### config.mk
export PLATFORM = sky130hd
export DESIGN_NAME = fractal_sync_mux_flat
export DESIGN_NICKNAME = d
export VERILOG_FILES = /design/src/rtl/fractal_sync_mux_if.sv /design/src/rtl/fractal_sync_mux.sv /design/src/flat_wrapper.sv
export SDC_FILE = /design/constraint.sdc
export NUM_CORES = 1
export LEC_CHECK = 0
export ABC_AREA = 1
export ABC_CLOCK_PERIOD_IN_PS = 2820
export CORE_ASPECT_RATIO = 2
export CORE_UTILIZATION = 44
export CTS_CLUSTER_DIAMETER = 60
export DETAILED_ROUTE_END_ITERATION = 10
export GPL_TIMING_DRIVEN = 0
export PLACE_DENSITY = 0.72
export SYNTH_ARGS = -nofsm -noshare
export SYNTH_HDL_FRONTEND = slang
export SYNTH_SLANG_ARGS = --single-unit
### constraint.sdc
create_clock -name clk_i -period 2.82 [get_ports clk_i]
set_clock_uncertainty 0.2 [all_clocks]
set_input_delay 0.564 -clock clk_i [delete_from_list [all_inputs] [get_ports clk_i]]
set_output_delay 0.564 -clock clk_i [all_outputs]
set_load 0.01 [all_outputs]
### src/rtl/fractal_sync_mux_if.sv
// Bundle of the requester-side and upstream-side signals of fractal_sync_mux.
// The mux sits on the slave modport; whatever drives it uses the master modport.
interface fractal_sync_mux_if #(
  parameter int N_PORTS    = 4,
  parameter int AGGR_WIDTH = 1,
  parameter int ID_WIDTH   = 1
);
  logic [N_PORTS-1:0]                 slv_sync_i, slv_lock_i, slv_free_i;
  logic [N_PORTS-1:0][AGGR_WIDTH-1:0] slv_aggr_i;
  logic [N_PORTS-1:0][ID_WIDTH-1:0]   slv_id_i;
  logic [N_PORTS-1:0]                 slv_wake_o, slv_grant_o, slv_error_o;
  logic [AGGR_WIDTH-1:0]              slv_aggr_rsp_o;
  logic [ID_WIDTH-1:0]                slv_id_rsp_o;

  logic                               mst_sync_o, mst_lock_o, mst_free_o;
  logic [AGGR_WIDTH-1:0]              mst_aggr_o;
  logic [ID_WIDTH-1:0]                mst_id_o;
  logic                               mst_wake_i, mst_grant_i, mst_error_i;
  logic [AGGR_WIDTH-1:0]              mst_aggr_rsp_i;
  logic [ID_WIDTH-1:0]                mst_id_rsp_i;

  modport slave (
    input  slv_sync_i, slv_lock_i, slv_free_i, slv_aggr_i, slv_id_i,
    input  mst_wake_i, mst_grant_i, mst_error_i, mst_aggr_rsp_i, mst_id_rsp_i,
    output slv_wake_o, slv_grant_o, slv_error_o, slv_aggr_rsp_o, slv_id_rsp_o,
    output mst_sync_o, mst_lock_o, mst_free_o, mst_aggr_o, mst_id_o
  );

  modport master (
    output slv_sync_i, slv_lock_i, slv_free_i, slv_aggr_i, slv_id_i,
    output mst_wake_i, mst_grant_i, mst_error_i, mst_aggr_rsp_i, mst_id_rsp_i,
    input  slv_wake_o, slv_grant_o, slv_error_o, slv_aggr_rsp_o, slv_id_rsp_o,
    input  mst_sync_o, mst_lock_o, mst_free_o, mst_aggr_o, mst_id_o
  );
endinterface

### src/rtl/fractal_sync_mux.sv
// Round-robin mux of N_PORTS sync/lock/free requesters onto one upstream sync port,
// with per-port waiter tracking that steers wake/grant/error responses back.
module fractal_sync_mux_port #(
  parameter int AGGR_WIDTH = 1,
  parameter int ID_WIDTH   = 1
) (
  input  logic                  clk_i,
  input  logic                  rst_ni,
  input  logic                  sync_i,
  input  logic                  lock_i,
  input  logic                  free_i,
  input  logic [AGGR_WIDTH-1:0] aggr_i,
  input  logic [ID_WIDTH-1:0]   id_i,
  input  logic                  win_i,
  input  logic                  rsp_error_i,
  input  logic                  rsp_grant_i,
  input  logic                  rsp_wake_i,
  input  logic [AGGR_WIDTH-1:0] rsp_aggr_i,
  input  logic [ID_WIDTH-1:0]   rsp_id_i,
  output logic                  pend_o,
  output logic                  lock_match_o,
  output logic [1:0]            kind_o,
  output logic [AGGR_WIDTH-1:0] aggr_o,
  output logic [ID_WIDTH-1:0]   id_o,
  output logic                  wake_o,
  output logic                  grant_o,
  output logic                  error_o
);
  typedef enum logic [1:0] {IDLE = 2'd0, PEND = 2'd1, WAIT = 2'd2} state_e;
  typedef enum logic [1:0] {K_SYNC = 2'd0, K_LOCK = 2'd1, K_FREE = 2'd2} kind_e;
  typedef struct packed {
    kind_e                 kind;
    logic [AGGR_WIDTH-1:0] aggr;
    logic [ID_WIDTH-1:0]   id;
  } slot_t;

  state_e state_q, state_d;
  slot_t  slot_q, slot_d;
  logic   any_req, multi_req, match, hit_err, hit_grant, hit_wake;
  logic   wake_d, grant_d, error_d;

  assign any_req   = sync_i | lock_i | free_i;
  assign multi_req = (sync_i & lock_i) | (sync_i & free_i) | (lock_i & free_i);
  // Only WAIT ports are eligible, so a PEND port whose forward is in flight never matches.
  assign match     = (state_q == WAIT) && (slot_q.aggr == rsp_aggr_i) && (slot_q.id == rsp_id_i);
  assign lock_match_o = match && (slot_q.kind == K_LOCK);
  assign hit_err   = rsp_error_i & match;
  assign hit_grant = rsp_grant_i & lock_match_o;
  assign hit_wake  = rsp_wake_i & match & (slot_q.kind == K_SYNC);

  assign pend_o = (state_q == PEND);
  assign kind_o = slot_q.kind;
  assign aggr_o = slot_q.aggr;
  assign id_o   = slot_q.id;

  always_ff @(posedge clk_i or negedge rst_ni) begin
    if (!rst_ni) begin
      state_q <= IDLE;
      slot_q  <= '0;
      wake_o  <= 1'b0;
      grant_o <= 1'b0;
      error_o <= 1'b0;
    end else begin
      state_q <= state_d;
      slot_q  <= slot_d;
      wake_o  <= wake_d;
      grant_o <= grant_d;
      error_o <= error_d;
    end
  end

  always_comb begin
    state_d = state_q;
    slot_d  = slot_q;
    unique case (state_q)
      IDLE: if (any_req && !multi_req) begin
        state_d     = PEND;
        slot_d.kind = sync_i ? K_SYNC : (lock_i ? K_LOCK : K_FREE);
        slot_d.aggr = aggr_i;
        slot_d.id   = id_i;
      end
      PEND: if (win_i) state_d = (slot_q.kind == K_FREE) ? IDLE : WAIT;
      WAIT: if (hit_err || hit_grant || hit_wake) state_d = IDLE;
      default: state_d = IDLE;
    endcase
  end

  always_comb begin
    error_d = (any_req && (multi_req || state_q != IDLE)) || hit_err;
    grant_d = hit_grant;
    wake_d  = hit_wake;
  end
endmodule

module fractal_sync_mux #(
  parameter int N_PORTS    = 4,
  parameter int AGGR_WIDTH = 1,
  parameter int ID_WIDTH   = 1
) (
  input logic                clk_i,
  input logic                rst_ni,
  fractal_sync_mux_if.slave  bus
);
  localparam int PW = $clog2(N_PORTS);
  localparam int XW = PW + 1;
  localparam logic [1:0] K_SYNC = 2'd0, K_LOCK = 2'd1, K_FREE = 2'd2;

  logic [N_PORTS-1:0]                 pend, lock_match, lock_low, win, grant_sel;
  logic [N_PORTS-1:0][1:0]            kind;
  logic [N_PORTS-1:0][AGGR_WIDTH-1:0] aggr;
  logic [N_PORTS-1:0][ID_WIDTH-1:0]   id;
  logic [PW-1:0]                      rr_q, rr_d, widx;
  logic [XW-1:0]                      idx;
  logic                               found, wake_ev;

  // Responses are mutually exclusive by priority error > grant > wake.
  assign lock_low  = lock_match & (~lock_match + N_PORTS'(1));
  assign grant_sel = (bus.mst_grant_i && !bus.mst_error_i) ? lock_low : '0;
  assign wake_ev   = bus.mst_wake_i && !bus.mst_grant_i && !bus.mst_error_i;

  for (genvar p = 0; p < N_PORTS; p++) begin : g_port
    fractal_sync_mux_port #(.AGGR_WIDTH(AGGR_WIDTH), .ID_WIDTH(ID_WIDTH)) u_port (
      .clk_i        (clk_i),
      .rst_ni       (rst_ni),
      .sync_i       (bus.slv_sync_i[p]),
      .lock_i       (bus.slv_lock_i[p]),
      .free_i       (bus.slv_free_i[p]),
      .aggr_i       (bus.slv_aggr_i[p]),
      .id_i         (bus.slv_id_i[p]),
      .win_i        (win[p]),
      .rsp_error_i  (bus.mst_error_i),
      .rsp_grant_i  (grant_sel[p]),
      .rsp_wake_i   (wake_ev),
      .rsp_aggr_i   (bus.mst_aggr_rsp_i),
      .rsp_id_i     (bus.mst_id_rsp_i),
      .pend_o       (pend[p]),
      .lock_match_o (lock_match[p]),
      .kind_o       (kind[p]),
      .aggr_o       (aggr[p]),
      .id_o         (id[p]),
      .wake_o       (bus.slv_wake_o[p]),
      .grant_o      (bus.slv_grant_o[p]),
      .error_o      (bus.slv_error_o[p])
    );
  end

  // First PEND port at or after rr_q, wrapping.
  always_comb begin
    found = 1'b0;
    widx  = '0;
    idx   = '0;
    win   = '0;
    for (int k = 0; k < N_PORTS; k++) begin
      idx = {1'b0, rr_q} + XW'(k);
      if (idx >= XW'(N_PORTS)) idx = idx - XW'(N_PORTS);
      if (!found && pend[idx[PW-1:0]]) begin
        found = 1'b1;
        widx  = idx[PW-1:0];
      end
    end
    if (found) win[widx] = 1'b1;
    rr_d = rr_q;
    if (found) rr_d = (int'(widx) == N_PORTS - 1) ? '0 : widx + PW'(1);
  end

  always_ff @(posedge clk_i or negedge rst_ni) begin
    if (!rst_ni) begin
      rr_q               <= '0;
      bus.mst_sync_o     <= 1'b0;
      bus.mst_lock_o     <= 1'b0;
      bus.mst_free_o     <= 1'b0;
      bus.mst_aggr_o     <= '0;
      bus.mst_id_o       <= '0;
      bus.slv_aggr_rsp_o <= '0;
      bus.slv_id_rsp_o   <= '0;
    end else begin
      rr_q               <= rr_d;
      bus.mst_sync_o     <= found && (kind[widx] == K_SYNC);
      bus.mst_lock_o     <= found && (kind[widx] == K_LOCK);
      bus.mst_free_o     <= found && (kind[widx] == K_FREE);
      bus.mst_aggr_o     <= found ? aggr[widx] : '0;
      bus.mst_id_o       <= found ? id[widx] : '0;
      bus.slv_aggr_rsp_o <= bus.mst_aggr_rsp_i;
      bus.slv_id_rsp_o   <= bus.mst_id_rsp_i;
    end
  end
endmodule

### src/flat_wrapper.sv
// flat-port wrapper written by rule: the top's interface ports become plain ports
module fractal_sync_mux_flat 
#(
  parameter int N_PORTS    = 4,
  parameter int AGGR_WIDTH = 1,
  parameter int ID_WIDTH   = 1
)
  (clk_i, rst_ni, bus_slv_sync_i, bus_slv_lock_i, bus_slv_free_i, bus_slv_aggr_i, bus_slv_id_i, bus_mst_wake_i, bus_mst_grant_i, bus_mst_error_i, bus_mst_aggr_rsp_i, bus_mst_id_rsp_i, bus_slv_wake_o, bus_slv_grant_o, bus_slv_error_o, bus_slv_aggr_rsp_o, bus_slv_id_rsp_o, bus_mst_sync_o, bus_mst_lock_o, bus_mst_free_o, bus_mst_aggr_o, bus_mst_id_o);
  fractal_sync_mux_if #(.N_PORTS(N_PORTS), .AGGR_WIDTH(AGGR_WIDTH), .ID_WIDTH(ID_WIDTH)) bus_i ();
  input logic clk_i;
  input logic rst_ni;
  input wire logic [$bits(bus_i.slv_sync_i)-1:0] bus_slv_sync_i;
  input wire logic [$bits(bus_i.slv_lock_i)-1:0] bus_slv_lock_i;
  input wire logic [$bits(bus_i.slv_free_i)-1:0] bus_slv_free_i;
  input wire logic [$bits(bus_i.slv_aggr_i)-1:0] bus_slv_aggr_i;
  input wire logic [$bits(bus_i.slv_id_i)-1:0] bus_slv_id_i;
  input wire logic [$bits(bus_i.mst_wake_i)-1:0] bus_mst_wake_i;
  input wire logic [$bits(bus_i.mst_grant_i)-1:0] bus_mst_grant_i;
  input wire logic [$bits(bus_i.mst_error_i)-1:0] bus_mst_error_i;
  input wire logic [$bits(bus_i.mst_aggr_rsp_i)-1:0] bus_mst_aggr_rsp_i;
  input wire logic [$bits(bus_i.mst_id_rsp_i)-1:0] bus_mst_id_rsp_i;
  output wire logic [$bits(bus_i.slv_wake_o)-1:0] bus_slv_wake_o;
  output wire logic [$bits(bus_i.slv_grant_o)-1:0] bus_slv_grant_o;
  output wire logic [$bits(bus_i.slv_error_o)-1:0] bus_slv_error_o;
  output wire logic [$bits(bus_i.slv_aggr_rsp_o)-1:0] bus_slv_aggr_rsp_o;
  output wire logic [$bits(bus_i.slv_id_rsp_o)-1:0] bus_slv_id_rsp_o;
  output wire logic [$bits(bus_i.mst_sync_o)-1:0] bus_mst_sync_o;
  output wire logic [$bits(bus_i.mst_lock_o)-1:0] bus_mst_lock_o;
  output wire logic [$bits(bus_i.mst_free_o)-1:0] bus_mst_free_o;
  output wire logic [$bits(bus_i.mst_aggr_o)-1:0] bus_mst_aggr_o;
  output wire logic [$bits(bus_i.mst_id_o)-1:0] bus_mst_id_o;
  assign bus_i.slv_sync_i = bus_slv_sync_i;
  assign bus_i.slv_lock_i = bus_slv_lock_i;
  assign bus_i.slv_free_i = bus_slv_free_i;
  assign bus_i.slv_aggr_i = bus_slv_aggr_i;
  assign bus_i.slv_id_i = bus_slv_id_i;
  assign bus_i.mst_wake_i = bus_mst_wake_i;
  assign bus_i.mst_grant_i = bus_mst_grant_i;
  assign bus_i.mst_error_i = bus_mst_error_i;
  assign bus_i.mst_aggr_rsp_i = bus_mst_aggr_rsp_i;
  assign bus_i.mst_id_rsp_i = bus_mst_id_rsp_i;
  assign bus_slv_wake_o = bus_i.slv_wake_o;
  assign bus_slv_grant_o = bus_i.slv_grant_o;
  assign bus_slv_error_o = bus_i.slv_error_o;
  assign bus_slv_aggr_rsp_o = bus_i.slv_aggr_rsp_o;
  assign bus_slv_id_rsp_o = bus_i.slv_id_rsp_o;
  assign bus_mst_sync_o = bus_i.mst_sync_o;
  assign bus_mst_lock_o = bus_i.mst_lock_o;
  assign bus_mst_free_o = bus_i.mst_free_o;
  assign bus_mst_aggr_o = bus_i.mst_aggr_o;
  assign bus_mst_id_o = bus_i.mst_id_o;
  fractal_sync_mux #(.N_PORTS(N_PORTS), .AGGR_WIDTH(AGGR_WIDTH), .ID_WIDTH(ID_WIDTH)) u_core (.clk_i(clk_i), .rst_ni(rst_ni), .bus(bus_i));
endmodule
Word level (Yosys, flattened, before mapping)
Cells that the tools add are included.
- bits of input ports: 27
- logic and storage cells: 277
- bits in writable memories: 0
- memories: 0
- bits in registers: 45
- ROM bits: 0
- bits in latches: 0
- bitwise logic cells: 46
- multipliers: 0
- div/mod/pow operators: 0
- add/sub/neg operators: 9
- muxes and demuxes: 61
- shifts and indexed selects: 0
- reduce and logical (&&, ||, !) cells: 76
- eq/ne operators: 39
- magnitude comparators: 10
- operators by type and width (cell ; number):
    2-bit 2-to-1 mux ; 34
    1-bit logical AND ; 30
    1-bit bitwise AND ; 28
    2-bit case mux with 3 select lines ; 4
    2-bit by 1-bit == test with 1-bit output, second input constant ; 10
    2-bit == test, second input constant ; 9
    2-bit zero test ; 9
    1-bit logical OR ; 16
    2-bit by 1-bit inequality test with 1-bit output, second input constant ; 8
    1-bit bitwise OR ; 16
    2-bit by 3-bit less-than comparator with 1-bit output, second input constant ; 5
    1-bit 2-to-1 mux ; 13
    1-bit binary-select mux with 2-bit select ; 6
    3-bit AND reduction ; 4
    3-bit >= comparator, second input constant ; 3
    1-bit zero test ; 9
    1-bit == test ; 8
    4-bit 2-to-1 mux ; 2
    2-bit inequality test, second input constant ; 4
    2-bit AND reduction ; 4
    2-bit nonzero test ; 4
    2-bit by 1-bit subtractor with 2-bit output, second input constant ; 4
    2-bit by 2-bit adder with 3-bit output, second input constant ; 2
    4-bit by 1-bit adder with 4-bit output, second input constant ; 1
    8 further kinds ; 8

Depth between registers and ports, before layout
Gate-level depths: netlist (run 1).
- depth after elaboration: 21
- mapped depth: 17
- mapped depth without buffers: 15

Hierarchy
From an unflattened synthesis (run 1), not the netlist that was laid out.
- cell total of the unflattened synthesis: 435
- area total of the unflattened synthesis: 3051.7 um^2
- modules (own cells, without submodules) (module ; instances ; cells an instance ; area each (um^2)):
    fractal_sync_mux_port ; 4 ; 68 ; 504.2
    fractal_sync_mux ; 1 ; 163 ; 1034.7

Worst setup path before layout (run 1)
No wires, ideal clock.
- path type: register to register
- start point: register u_core.rr_q[0]
- end point: register u_core.g_port[1].u_port.state_q[0]
- path buffers: 2
- setup time: 0.127 ns
- data arrival time: 1.874 ns
- path slack: 0.619 ns
- cell stages (with the launch flop): 17
- required time: 2.493 ns
- path through: dfrtp_1 -> buf_6 -> inv_6 -> nand3_2 -> nand2_1 -> nand2_1 -> nand2_2 -> nand2_2 -> nand3_1 -> nand3_2 -> buf_6 -> inv_1 -> ha_1 -> nand2_1 -> nand2_1 -> inv_1 -> or2_2
- cells in the longest elaborated chain, start to end: 21
- RTL lines (what ; RTL line ; source):
    from (decl) ; fractal_sync_mux.sv:112 ; logic [PW-1:0] rr_q, rr_d, widx;
    from (signal assigned) ; fractal_sync_mux.sv:177 ; rr_q <= rr_d;
    branches (longest 18 deep; another with 2-bit by 1-bit adder with 3-bit output) ; -- ;
    4-bit 2-to-1 mux * ; fractal_sync_mux.sv:161 ; if (found) win[widx] = 1'b1;
    2-bit by 1-bit inequality test with 1-bit output (no line) * ; -- ;
    3-bit AND reduction (no line) * ; -- ;
    to (signal assigned) ; fractal_sync_mux.sv:64 ; state_q <= state_d;
    to (decl) ; fractal_sync_mux.sv:37 ; state_e state_q, state_d;
Every way passes the cells marked *. The select of a mux whose other input is x is not followed.
A chain may end at the register's enable or synchronous reset.

Worst setup path in the final report (run 1)
- start point: register u_core.rr_q[1]
- end point: register u_core.g_port[3].u_port.state_q[0]
- cells in the longest elaborated chain, start to end: 21
- RTL lines (what ; RTL line):
    branches (longest 18 deep; another with 2-bit by 1-bit adder with 3-bit output) ; --
    4-bit 2-to-1 mux * ; fractal_sync_mux.sv:161
    2-bit by 1-bit inequality test with 1-bit output (no line) * ; --
    3-bit AND reduction (no line) * ; --
    to (signal assigned) ; fractal_sync_mux.sv:64
    to (decl) ; fractal_sync_mux.sv:37
Marks and branches as above.

==> results of run 1 <==
==> per-layer routing <==
layer  GRT usage  vias to the layer above  routed length, µm  part of all wire
li1            -                     1193                  -                 -
met2      0.4103                       54               3531              0.57
met5           0                        -                  0                 0
met4      0.1333                        0                268             0.044
met1      0.2039                     1101               2186              0.36
met3     0.02439                       18                154             0.025
==> worst max-delay path: stages, from the launching register on <==
cell and delay (ps):
sky130_fd_sc_hd__dfrtp_1 470, sky130_fd_sc_hd__inv_2 150, sky130_fd_sc_hd__nand2_1 60, sky130_fd_sc_hd__nand2_1 80, sky130_fd_sc_hd__nand3_1 80, sky130_fd_sc_hd__nand2_2 110, sky130_fd_sc_hd__nand2_2 70, sky130_fd_sc_hd__nor2_4 130
sky130_fd_sc_hd__nand3_1 100, sky130_fd_sc_hd__nand2_2 210, sky130_fd_sc_hd__ha_1 200, sky130_fd_sc_hd__nand2_1 80, sky130_fd_sc_hd__nand2_1 80, sky130_fd_sc_hd__inv_1 40, sky130_fd_sc_hd__or2_2 260
==> flip-flops by register name, summed over array words and instances, names as in the netlist, 2 cells and up <==
name,flops
u_core.g_port.u_port.wake_o,4
u_core.g_port.u_port.error_o,4
u_core.g_port.u_port.aggr_o,4
u_core.g_port.u_port.state_q,8
u_core.g_port.u_port.kind_o,8
u_core.g_port.u_port.grant_o,4
u_core.rr_q,2
u_core.g_port.u_port.id_o,4
==> worst min-delay path by stage <==
stage,startpoint,to,slack (ps),depth (start not counted)
after CTS,u_core.g_port[2].u_port.kind_o[0],u_core.g_port[2].u_port.wake_o,290,1
after global routing,u_core.g_port[2].u_port.kind_o[0],u_core.g_port[2].u_port.wake_o,310,1
after detailed placement,rst_ni,u_core.g_port[3].u_port.wake_o,250,1
final,u_core.g_port[2].u_port.kind_o[0],u_core.g_port[2].u_port.wake_o,290,1
after floorplan,rst_ni,u_core.bus.mst_aggr_o,70,0
after global placement,u_core.g_port[2].u_port.kind_o[0],u_core.g_port[2].u_port.wake_o,270,1
==> power by group <==
group	leakage (nW)	switching (mW)	internal, mW
combinational	0.995	1.50	0.917
clock	0.0797	0.227	0.411
sequential	0.567	0.184	0.899
==> metrics by stage <==
stage,TNS [ps],utilization,area (µm²),hold slack (ps),total power [mW]
after floorplan,0,-,2636,68.41,2.861
after global placement,-8314,0.5493,3163,274.9,3.444
after detailed placement,0,0.5519,3178,248.9,3.492
after CTS,0,0.5815,3348,288.9,4.147
after global routing,0,0.5815,3348,309.1,4.528
final,0,0.5815,3348,286.3,4.137
==> cell usage in the layout (no fill, tap or decap), drive strengths merged, types with 5 or more instances in the layout <==
| cell type | n |
|---|---|
| clkbuf | 6 |
| o21ai | 26 |
| dfrtp | 45 |
| a21oi | 5 |
| clkdlybuf4s50 | 44 |
| nor3 | 6 |
| buf | 17 |
| nand2 | 83 |
| nor2 | 29 |
| inv | 49 |
| nand3 | 47 |
==> cells by family (layout without fill, tap and decap cells) <==
logic type / count (synthesis) / in the layout / share of synthesized area
DFF: 45 / 45 / 0.4271
xor gates and xnor gates: 3 / 3 / 0.009969
buffers and inverters: 65 / 119 / 0.1210
adders and majority gates: 7 / 7 / 0.03038
and+or+nand+nor: 182 / 182 / 0.3341
AOI/OAI and AO/OA: 37 / 37 / 0.07737
==> timing repair <==
item / CTS / global route
hold buffers: 1 / 0
endpoints found under the hold margin: 9 / 0
endpoints found under the setup margin: 0 / 0
==> cell type report <==
type | instances | area share
multi-input cells | 229 | 0.3558
flip-flops and latches | 45 | 0.3363
repair buffers | 47 | 0.1420
inverters | 49 | 0.05718
plain buffers | 16 | 0.03812
clock buffers | 5 | 0.03737
well taps | 61 | 0.02280
clock inverters | 2 | 0.01046
==> flow_metrics.env, run 1 <==
export IMPL_outcome="finished, violations left"
export IMPL_violations="design-rule violations"
export IMPL_final_layout_size_suffix_gt1_frac=0.1374
export IMPL_floorplan_initialDensity=0.4578
export IMPL_cts_htree_levels=2
export IMPL_period_needed_ps=2439
export IMPL_clockBufferDepth=2
export IMPL_vias=2366
export IMPL_power_per_cell_area_nw_per_um2=1236
export IMPL_synth_top_area_share=0.4271
export IMPL_cts_root_buffer_cell="sky130_fd_sc_hd__clkbuf_16"
export IMPL_io_pins=46
export IMPL_detailedRoute_firstIterationViolations=80
export IMPL_post_drt_via_cell_ratio=5.211
export IMPL_worst_setup_path_start_kind="register"
export IMPL_synth_common_cells="sky130_fd_sc_hd__nand2_1, sky130_fd_sc_hd__dfrtp_1, sky130_fd_sc_hd__inv_1, sky130_fd_sc_hd__nand3_1, sky130_fd_sc_hd__nor2_1"
export IMPL_cts_sinks=45
export IMPL_worstMarginPinSlew_ps=684.3
export IMPL_drt_antenna_violating_nets=0
export IMPL_post_cts_setup_buffers=0
export IMPL_worstPathMaxFanout=9
export IMPL_fp_row_count=39
export IMPL_post_place_ws_ps=101.6
export IMPL_timing_setup_critical_path_class="register to register"
export IMPL_grt_antenna_before_repair=0
export IMPL_detailed_placement_wirelength_estimate_um=4971
export IMPL_core_region_area_um2=5758
export IMPL_synth_most_common_cell="sky130_fd_sc_hd__nand2_1"
export IMPL_num_antenna_cells=0
export IMPL_wl_per_cell_um=13.53
export IMPL_synth_area_leader="sky130_fd_sc_hd__dfrtp_1"
export IMPL_synth_area_per_cell_um2=7.777
export IMPL_timing_final_hold_violations=0
export IMPL_seq_area_frac_synth=0.4271
export IMPL_min_period_over_period=0.8648
export IMPL_clkSlewWorstSetupHoldPaths_ps=60
export IMPL_postSynth_topFlopCell="sky130_fd_sc_hd__dfrtp_1"
export IMPL_timing_critical_path_to_type="register"
export IMPL_synth_area_um2=2636
export IMPL_die_height_um=111.5
export IMPL_async_flop_share=1.000
export IMPL_cap_violations=0
export IMPL_worstSetupStartpoint="u_core.rr_q[1]"
export IMPL_r2r_worst_path_cells=14
export IMPL_flop_and_latch_count_out_of_synthesis=45
export IMPL_max_slew_margin=0.5403
export IMPL_synth_fp_nets=370
export IMPL_grt_util_all_layers=0.2130
export IMPL_drt_first_pass_iters=7
export IMPL_gr_total_overflow=0
export IMPL_drt_wl_total_um=6141
export IMPL_worst_ir_drop_vdd_mv=0.6082
export IMPL_leakagePower_nw=1.642
export IMPL_placedCellCount=446
export IMPL_die_outline_area_um2=6324
export IMPL_gpl_final_weighted_congestion=0.9105
export IMPL_count_of_buffers_from_port_buffering=45
export IMPL_synth_warnings=0
export IMPL_ctsResizeCount=0
export IMPL_worstSkewPairLatency_ps=290
export IMPL_synthesis_instances=339
export IMPL_cts_buffers_inserted=5
export IMPL_hold_path_class="register to register"
export IMPL_worstReg2RegEnd="u_core.g_port[3].u_port.state_q[0]"
export IMPL_synth_to_layout_area_growth_pct=27.01
export IMPL_detail_route_drc_violations=2
export IMPL_post_synth_main_area_contributors="sky130_fd_sc_hd__dfrtp_1, sky130_fd_sc_hd__nand2_1, sky130_fd_sc_hd__nand3_1"
export IMPL_r2r_start="u_core.rr_q[1]"
export IMPL_worst_ep_arrival_time_ps=2410
export IMPL_regToRegSetupSlack_ps=380
export IMPL_final_worst_path_setup_slack_ps=381.3
export IMPL_count_of_flip_flops_with_a_built_in_enable_after_synthesis=0
export IMPL_achievable_frequency_ghz=0.4101
export IMPL_clock_tree_from_tritoncts="done"
export IMPL_area_of_the_multi_input_gates_um2=1191
export IMPL_wire_length_of_the_first_global_routing_pass_um=10160
export IMPL_ff_latch_area_um2=1126
export IMPL_netlist_cell_type_count=30
export IMPL_dieWidth_um=56.74
export IMPL_first_global_vias=2331
export IMPL_grt_start_max_net_pins=37
export IMPL_instances_no_fill=454
export IMPL_numnets_final=424
export IMPL_count_of_fill_cells_added_during_filler_insertion=531
export IMPL_timing_critical_path_to="u_core.g_port[3].u_port.state_q[0]"
export IMPL_report_final_setup_viol=0
export IMPL_setup_repair_after_global_routing_missed_its_margin="no"
export IMPL_slew_violations=0
export IMPL_worstPathRequired_ps=2800
Power figures use the tool's default switching activity.
==> run 2: changes to the inputs <==
RECOVER_POWER = 25   (was not set)
==> flow_metrics.env, run 2 (same netlist as run 1, synthesis figures left out) <==
export IMPL_outcome="finished, violations left"
export IMPL_violations="design-rule violations"
export IMPL_power_per_cell_area_nw_per_um2=1241
export IMPL_detailed_placement_wirelength_estimate_um=4971
export IMPL_period_needed_ps=2497
export IMPL_num_antenna_cells=0
export IMPL_cpPeakStageDelay_ps=540
export IMPL_timing_critical_path_to_type="register"
export IMPL_timing_setup_tns_ps=0
export IMPL_critical_path_buf_inv_count=2
export IMPL_timing_critical_path_max_delay_family="buffers and inverters"
export IMPL_clock_tree_from_tritoncts="done"
export IMPL_detail_route_drc_violations=2
export IMPL_report_final_setup_viol=0
export IMPL_leakagePower_nw=1.635
export IMPL_grt_start_max_net_pins=37
export IMPL_dpl_cell_area_um2=3178
export IMPL_synth_to_layout_area_growth_pct=26.39
export IMPL_critical_path_cell_chain="dlygate4sd3_1, clkbuf_1, xnor2_1, nand4_1, nor3_1, nand3_1, o211ai_1, o2bb2ai_1"
export IMPL_fp_row_count=39
export IMPL_max_slew_margin=0.4193
export IMPL_vias=2382
export IMPL_wire_length_of_the_first_global_routing_pass_um=10160
export IMPL_final_layout_size_suffix_gt1_frac=0.1349
export IMPL_cap_violations=0
export IMPL_drt_antenna_violating_nets=0
export IMPL_drt_wl_total_um=6128
export IMPL_die_height_um=111.5
export IMPL_postLayoutCoreUtil=0.5787
export IMPL_cts_root_buffer_cell="sky130_fd_sc_hd__clkbuf_16"
export IMPL_die_outline_area_um2=6324
export IMPL_cts_buffers_inserted=5
export IMPL_totalPowerFinal_mw=4.137
export IMPL_floorplan_initialDensity=0.4578
export IMPL_gr_total_overflow=0
export IMPL_count_of_buffers_from_port_buffering=45
export IMPL_final_worst_path_setup_slack_ps=323.3
export IMPL_numnets_final=424
export IMPL_achievable_frequency_ghz=0.4005
export IMPL_hold_path_class="register to register"
export IMPL_worst_setup_path_start_kind="input port"
export IMPL_layout_cells_most_common_list="sky130_fd_sc_hd__nand2_1, sky130_fd_sc_hd__inv_1, sky130_fd_sc_hd__dfrtp_1, sky130_fd_sc_hd__clkdlybuf4s50_1, sky130_fd_sc_hd__nand3_1"
export IMPL_min_period_over_period=0.8854
export IMPL_worst_hold_startpoint="u_core.g_port[2].u_port.kind_o[0]"
export IMPL_core_region_area_um2=5758
export IMPL_worstSkewPairLatency_ps=290
export IMPL_r2r_start="u_core.rr_q[1]"
export IMPL_first_global_vias=2331
export IMPL_cts_sinks=45
export IMPL_final_design_area_no_fill_um2=3332
export IMPL_worst_ir_drop_vdd_mv=0.6087
export IMPL_crit_slowest_cell="sky130_fd_sc_hd__dlygate4sd3_1"
export IMPL_cts_htree_levels=2
export IMPL_timing_setup_critical_path_class="input port to register"
export IMPL_grt_util_all_layers=0.2130
export IMPL_wl_per_cell_um=13.50
export IMPL_grt_antenna_before_repair=0
export IMPL_worstPathMaxFanout=5
export IMPL_clockBufferDepth=2
export IMPL_io_pins=46
export IMPL_clkSlewWorstSetupHoldPaths_ps=60
export IMPL_worstSetupStartpoint="bus_mst_id_rsp_i"
export IMPL_post_drt_via_cell_ratio=5.247
export IMPL_drt_first_pass_iters=7
export IMPL_final_common_cell="sky130_fd_sc_hd__nand2_1"
export IMPL_worst_ep_arrival_time_ps=2460
export IMPL_dieWidth_um=56.74
export IMPL_worstPathRequired_ps=2780
export IMPL_worstMarginPinSlew_ps=871.1
export IMPL_setup_repair_after_global_routing_missed_its_margin="no"
export IMPL_detailedRoute_firstIterationViolations=83
export IMPL_gpl_final_weighted_congestion=0.9105
export IMPL_timing_final_hold_violations=0
export IMPL_post_place_ws_ps=101.6
export IMPL_slew_violations=0
==> run 2: cell type report <==
type                    count  area (µm²)
multi-input cells         229        1191
plain buffers              16       127.6
flip-flops and latches     45        1126
clock inverters             2       35.03
well taps                  61       76.32
clock buffers               5       125.1
repair buffers             47       459.2
inverters                  49       191.4
fillers                   534        2426
==> run 2: what timing repair did <==
item | CTS | global route
resized for setup | 0 | 0
endpoints found under the hold margin | 9 | 0
hold buffers | 1 | 0
setup buffers | 0 | 0
==> run 2: worst reg2reg max path: cells and delay by family, from the launching register on <==
family        cells  cell delay (ps)
simple gates     11             1270
flops             1              470
fa+ha+maj         1              200
buf+inv           2              190
==> run 2: path summary, 6_finish.rpt <==
check | to | slack (ps) | depth (start not counted)
worst max-delay path | u_core.g_port[2].u_port.state_q[1] | 320 | 8
worst min-delay path | u_core.g_port[2].u_port.wake_o | 290 | 1
worst max register to register | u_core.g_port[3].u_port.state_q[0] | 370 | 14
worst min register to register | u_core.g_port[2].u_port.wake_o | 290 | 1
max in group asynchronous | u_core.g_port[0].u_port.grant_o | 620 | 3
min in group asynchronous | u_core.g_port[3].u_port.grant_o | 560 | 2
==> run 2: metal layers <==
metal | up-vias | share of wire | track usage
li1 | 1195 | - | -
met1 | 1107 | 0.36 | 0.2039
met2 | 62 | 0.57 | 0.4103
met3 | 18 | 0.024 | 0.02439
met4 | 0 | 0.044 | 0.1333
met5 | - | 0 | 0
==> run 2: metrics by stage <==
stage,hold WS (ps),std cells
floorplan,68.41,339
global placement,274.9,445
detailed placement,248.9,446
CTS,288.9,454
global route,309.1,454
finish,287.9,454
==> run 2: power by group <==
group | switching (mW) | total, mW | internal (mW)
sequential | 0.184 | 1.08 | 0.899
combinational | 1.50 | 2.42 | 0.914
clock | 0.227 | 0.638 | 0.411
total | 1.91 | 4.14 | 2.22
==> run 3: changes to the inputs <==
CORE_UTILIZATION = 55   (was 44)
PLACE_DENSITY = 0.85   (was 0.72)
SYNTH_HIERARCHICAL = 1   (was not set)
==> flow_metrics.env, run 3 <==
export IMPL_regToRegSetupSlack_ps=210
export IMPL_dieWidth_um=54.67
export IMPL_cts_root_buffer_cell="sky130_fd_sc_hd__clkbuf_8"
export IMPL_count_of_flip_flops_with_a_built_in_enable_after_synthesis=0
export IMPL_synth_area_per_cell_um2=7.015
export IMPL_synth_warnings=6
export IMPL_drt_antenna_violating_nets=0
export IMPL_grt_util_all_layers=0.2660
export IMPL_clkSlewWorstSetupHoldPaths_ps=90
export IMPL_post_cts_setup_buffers=0
export IMPL_final_layout_size_suffix_gt1_frac=0.1145
export IMPL_achievable_frequency_ghz=0.3817
export IMPL_timing_critical_path_to_type="register"
export IMPL_synth_fp_nets=466
export IMPL_drt_first_pass_iters=5
export IMPL_worstSkewPairLatency_ps=310
export IMPL_layout_cells_most_common_list="sky130_fd_sc_hd__nand2_1, sky130_fd_sc_hd__inv_1, sky130_fd_sc_hd__dfrtp_1, sky130_fd_sc_hd__clkdlybuf4s50_1, sky130_fd_sc_hd__nand3_1"
export IMPL_max_slew_margin=0.2284
export IMPL_async_flop_share=1.000
export IMPL_power_per_cell_area_nw_per_um2=1304
export IMPL_final_design_area_no_fill_um2=3722
export IMPL_numnets_final=519
export IMPL_synth_to_layout_area_growth_pct=21.98
export IMPL_synth_area_um2=3052
export IMPL_drt_wl_total_um=6799
export IMPL_worstReg2RegEnd="u_core/g_port[0].u_port/state_q[1]"
export IMPL_cap_violations=0
export IMPL_report_final_setup_viol=0
export IMPL_die_outline_area_um2=5868
export IMPL_min_period_over_period=0.9291
export IMPL_synth_top_area_share=0.3690
export IMPL_die_height_um=107.3
export IMPL_grt_start_max_net_pins=25
export IMPL_count_of_fill_cells_added_during_filler_insertion=473
export IMPL_placedCellCount=541
export IMPL_leakagePower_nw=2.019
export IMPL_hold_buf_cts=0
export IMPL_count_of_buffers_from_port_buffering=45
export IMPL_postLayoutCoreUtil=0.6928
export IMPL_r2r_start="u_core/g_port[3].u_port/state_q[0]"
export IMPL_cts_sinks=45
export IMPL_synthesis_instances=435
export IMPL_timing_setup_critical_path_class="input port to register"
export IMPL_slew_violations=0
export IMPL_worstPathMaxFanout=9
export IMPL_detail_route_drc_violations=0
export IMPL_wire_length_of_the_first_global_routing_pass_um=11360
export IMPL_netlist_cell_type_count=28
export IMPL_detailed_placement_wirelength_estimate_um=5483
export IMPL_r2r_worst_path_cells=19
export IMPL_synth_most_common_cell="sky130_fd_sc_hd__nand2_1"
export IMPL_outcome="completed"
export IMPL_cts_buffers_inserted=5
export IMPL_first_global_vias=2721
export IMPL_wl_per_cell_um=12.38
export IMPL_hold_path_class="input port to asynchronous set/reset pin"
export IMPL_flop_and_latch_count_out_of_synthesis=45
export IMPL_postSynth_topFlopCell="sky130_fd_sc_hd__dfrtp_1"
export IMPL_core_region_area_um2=5373
export IMPL_worst_setup_path_start_kind="input port"
export IMPL_timing_final_hold_violations=0
export IMPL_floorplan_initialDensity=0.5680
export IMPL_seq_area_frac_synth=0.3690
export IMPL_synth_area_leader="sky130_fd_sc_hd__dfrtp_1"
export IMPL_period_needed_ps=2620
export IMPL_worst_ep_arrival_time_ps=2620
export IMPL_worstPathRequired_ps=2820
export IMPL_post_synth_main_area_contributors="sky130_fd_sc_hd__dfrtp_1, sky130_fd_sc_hd__nand2_1, sky130_fd_sc_hd__inv_1"
export IMPL_worstMarginPinSlew_ps=1157
export IMPL_synth_common_cells="sky130_fd_sc_hd__nand2_1, sky130_fd_sc_hd__inv_1, sky130_fd_sc_hd__dfrtp_1, sky130_fd_sc_hd__nand3_1, sky130_fd_sc_hd__nor2_1"
export IMPL_num_antenna_cells=0
export IMPL_gr_total_overflow=0
export IMPL_setup_repair_after_global_routing_missed_its_margin="no"
export IMPL_fp_row_count=38
export IMPL_final_common_cell="sky130_fd_sc_hd__nand2_1"
export IMPL_clock_tree_from_tritoncts="done"
export IMPL_vias=2826
export IMPL_totalPowerFinal_mw=4.853
export IMPL_detailedRoute_firstIterationViolations=101
export IMPL_dpl_cell_area_um2=3600
export IMPL_worst_ir_drop_vdd_mv=1.277
export IMPL_whs_ps=254.7
export IMPL_io_pins=46
export IMPL_gpl_final_weighted_congestion=0.8780
export IMPL_grt_antenna_before_repair=0
export IMPL_instances_no_fill=549
export IMPL_clockBufferDepth=2
export IMPL_cts_htree_levels=2
export IMPL_post_drt_via_cell_ratio=5.148
## run 3: cell count changes after synthesis, moves of 5 or more
cell / change
sky130_fd_sc_hd__nor2_2: +9
sky130_fd_sc_hd__buf_4: -12
sky130_fd_sc_hd__inv_1: +37
sky130_fd_sc_hd__o21ai_0: -19
sky130_fd_sc_hd__inv_2: +9
sky130_fd_sc_hd__nor2_8: +5
sky130_fd_sc_hd__nand2_1: +72
sky130_fd_sc_hd__nand3_1: -6
sky130_fd_sc_hd__nand3b_1: +5
sky130_fd_sc_hd__nand2_4: +9
sky130_fd_sc_hd__nand3_2: -5
sky130_fd_sc_hd__nand2_2: -10
sky130_fd_sc_hd__o21ai_1: +15
## run 3: report_power, final
part           total, mW  internal [mW]  switching [mW]
sequential          1.11          0.902           0.210
combinational       3.16           1.19            1.97
clock              0.585          0.352           0.233
## run 3: per-layer routing
metal,wire [µm],global-route usage,vias to the layer above
li1,-,-,1428
met4,164,0.1099,0
met3,161,0.03390,11
met1,2649,0.2765,1319
met5,0,0,-
met2,3823,0.4914,68
## run 3: repair_timing
action,4_1_cts,5_1_grt
hold endpoints to repair,0,0
endpoints found under the setup margin,0,4
gates resized for setup,0,2
## run 3: cell families after synthesis
logic type	count (synthesis)	share of synthesized area
AO/OA/AOI/OAI	34	0.05863
XOR/XNOR	4	0.01148
adder cells (fa/ha/maj)	4	0.01640
buffers and inverters	98	0.1296
flip-flops	45	0.3690
AND/OR/NAND/NOR	250	0.4149
## run 3: layout make-up
| class | count | area (µm²) | area share |
|---|---|---|---|
| timing repair buffer | 46 | 459.2 | 0.1234 |
| tap | 60 | 75.07 | 0.02017 |
| multi-input combinational | 292 | 1533 | 0.4118 |
| clock buffer | 5 | 68.82 | 0.01849 |
| buffer | 4 | 42.54 | 0.01143 |
| clock inverter | 3 | 65.06 | 0.01748 |
| inverter | 94 | 352.8 | 0.09479 |
| sequential | 45 | 1126 | 0.3025 |
## run 3: worst max-delay path, cell delays in order
cell and delay [ps]:
sky130_fd_sc_hd__clkdlybuf4s50_1 700, sky130_fd_sc_hd__nand2_1 90, sky130_fd_sc_hd__nand2_1 100, sky130_fd_sc_hd__inv_1 60, sky130_fd_sc_hd__nor4_1 370, sky130_fd_sc_hd__nand3_1 130
sky130_fd_sc_hd__nor3_1 270, sky130_fd_sc_hd__nand3_1 160, sky130_fd_sc_hd__nand3_1 100, sky130_fd_sc_hd__o21ai_1 60
## run 3: worst max path at each step
stage                                       start                            endpoint  slack, ps  cells after the start
6_report                         bus_mst_id_rsp_i  u_core/g_port[3].u_port/state_q[1]        200                     10
5_1_grt        u_core/g_port[3].u_port/state_q[0]  u_core/g_port[0].u_port/state_q[1]         20                     19
4_1_cts                        bus_mst_aggr_rsp_i  u_core/g_port[3].u_port/state_q[1]         70                     10
3_5_place_dp                   bus_mst_aggr_rsp_i  u_core/g_port[3].u_port/state_q[1]       -250                     10
3_3_place_gp                               rst_ni     u_core/g_port[2].u_port/error_o       -210                      1
2_1_floorplan  u_core/g_port[3].u_port/state_q[0]  u_core/g_port[2].u_port/state_q[1]        550                     19
## run 3: stage by stage
step / setup TNS [ps] / setup WS (ps)
5_1_grt: 0 / 15.03
3_3_place_gp: -9918 / -214.1
3_5_place_dp: -581.8 / -246.1
6_report: 0 / 200.0
2_1_floorplan: 0 / 550.9
4_1_cts: 0 / 73.97
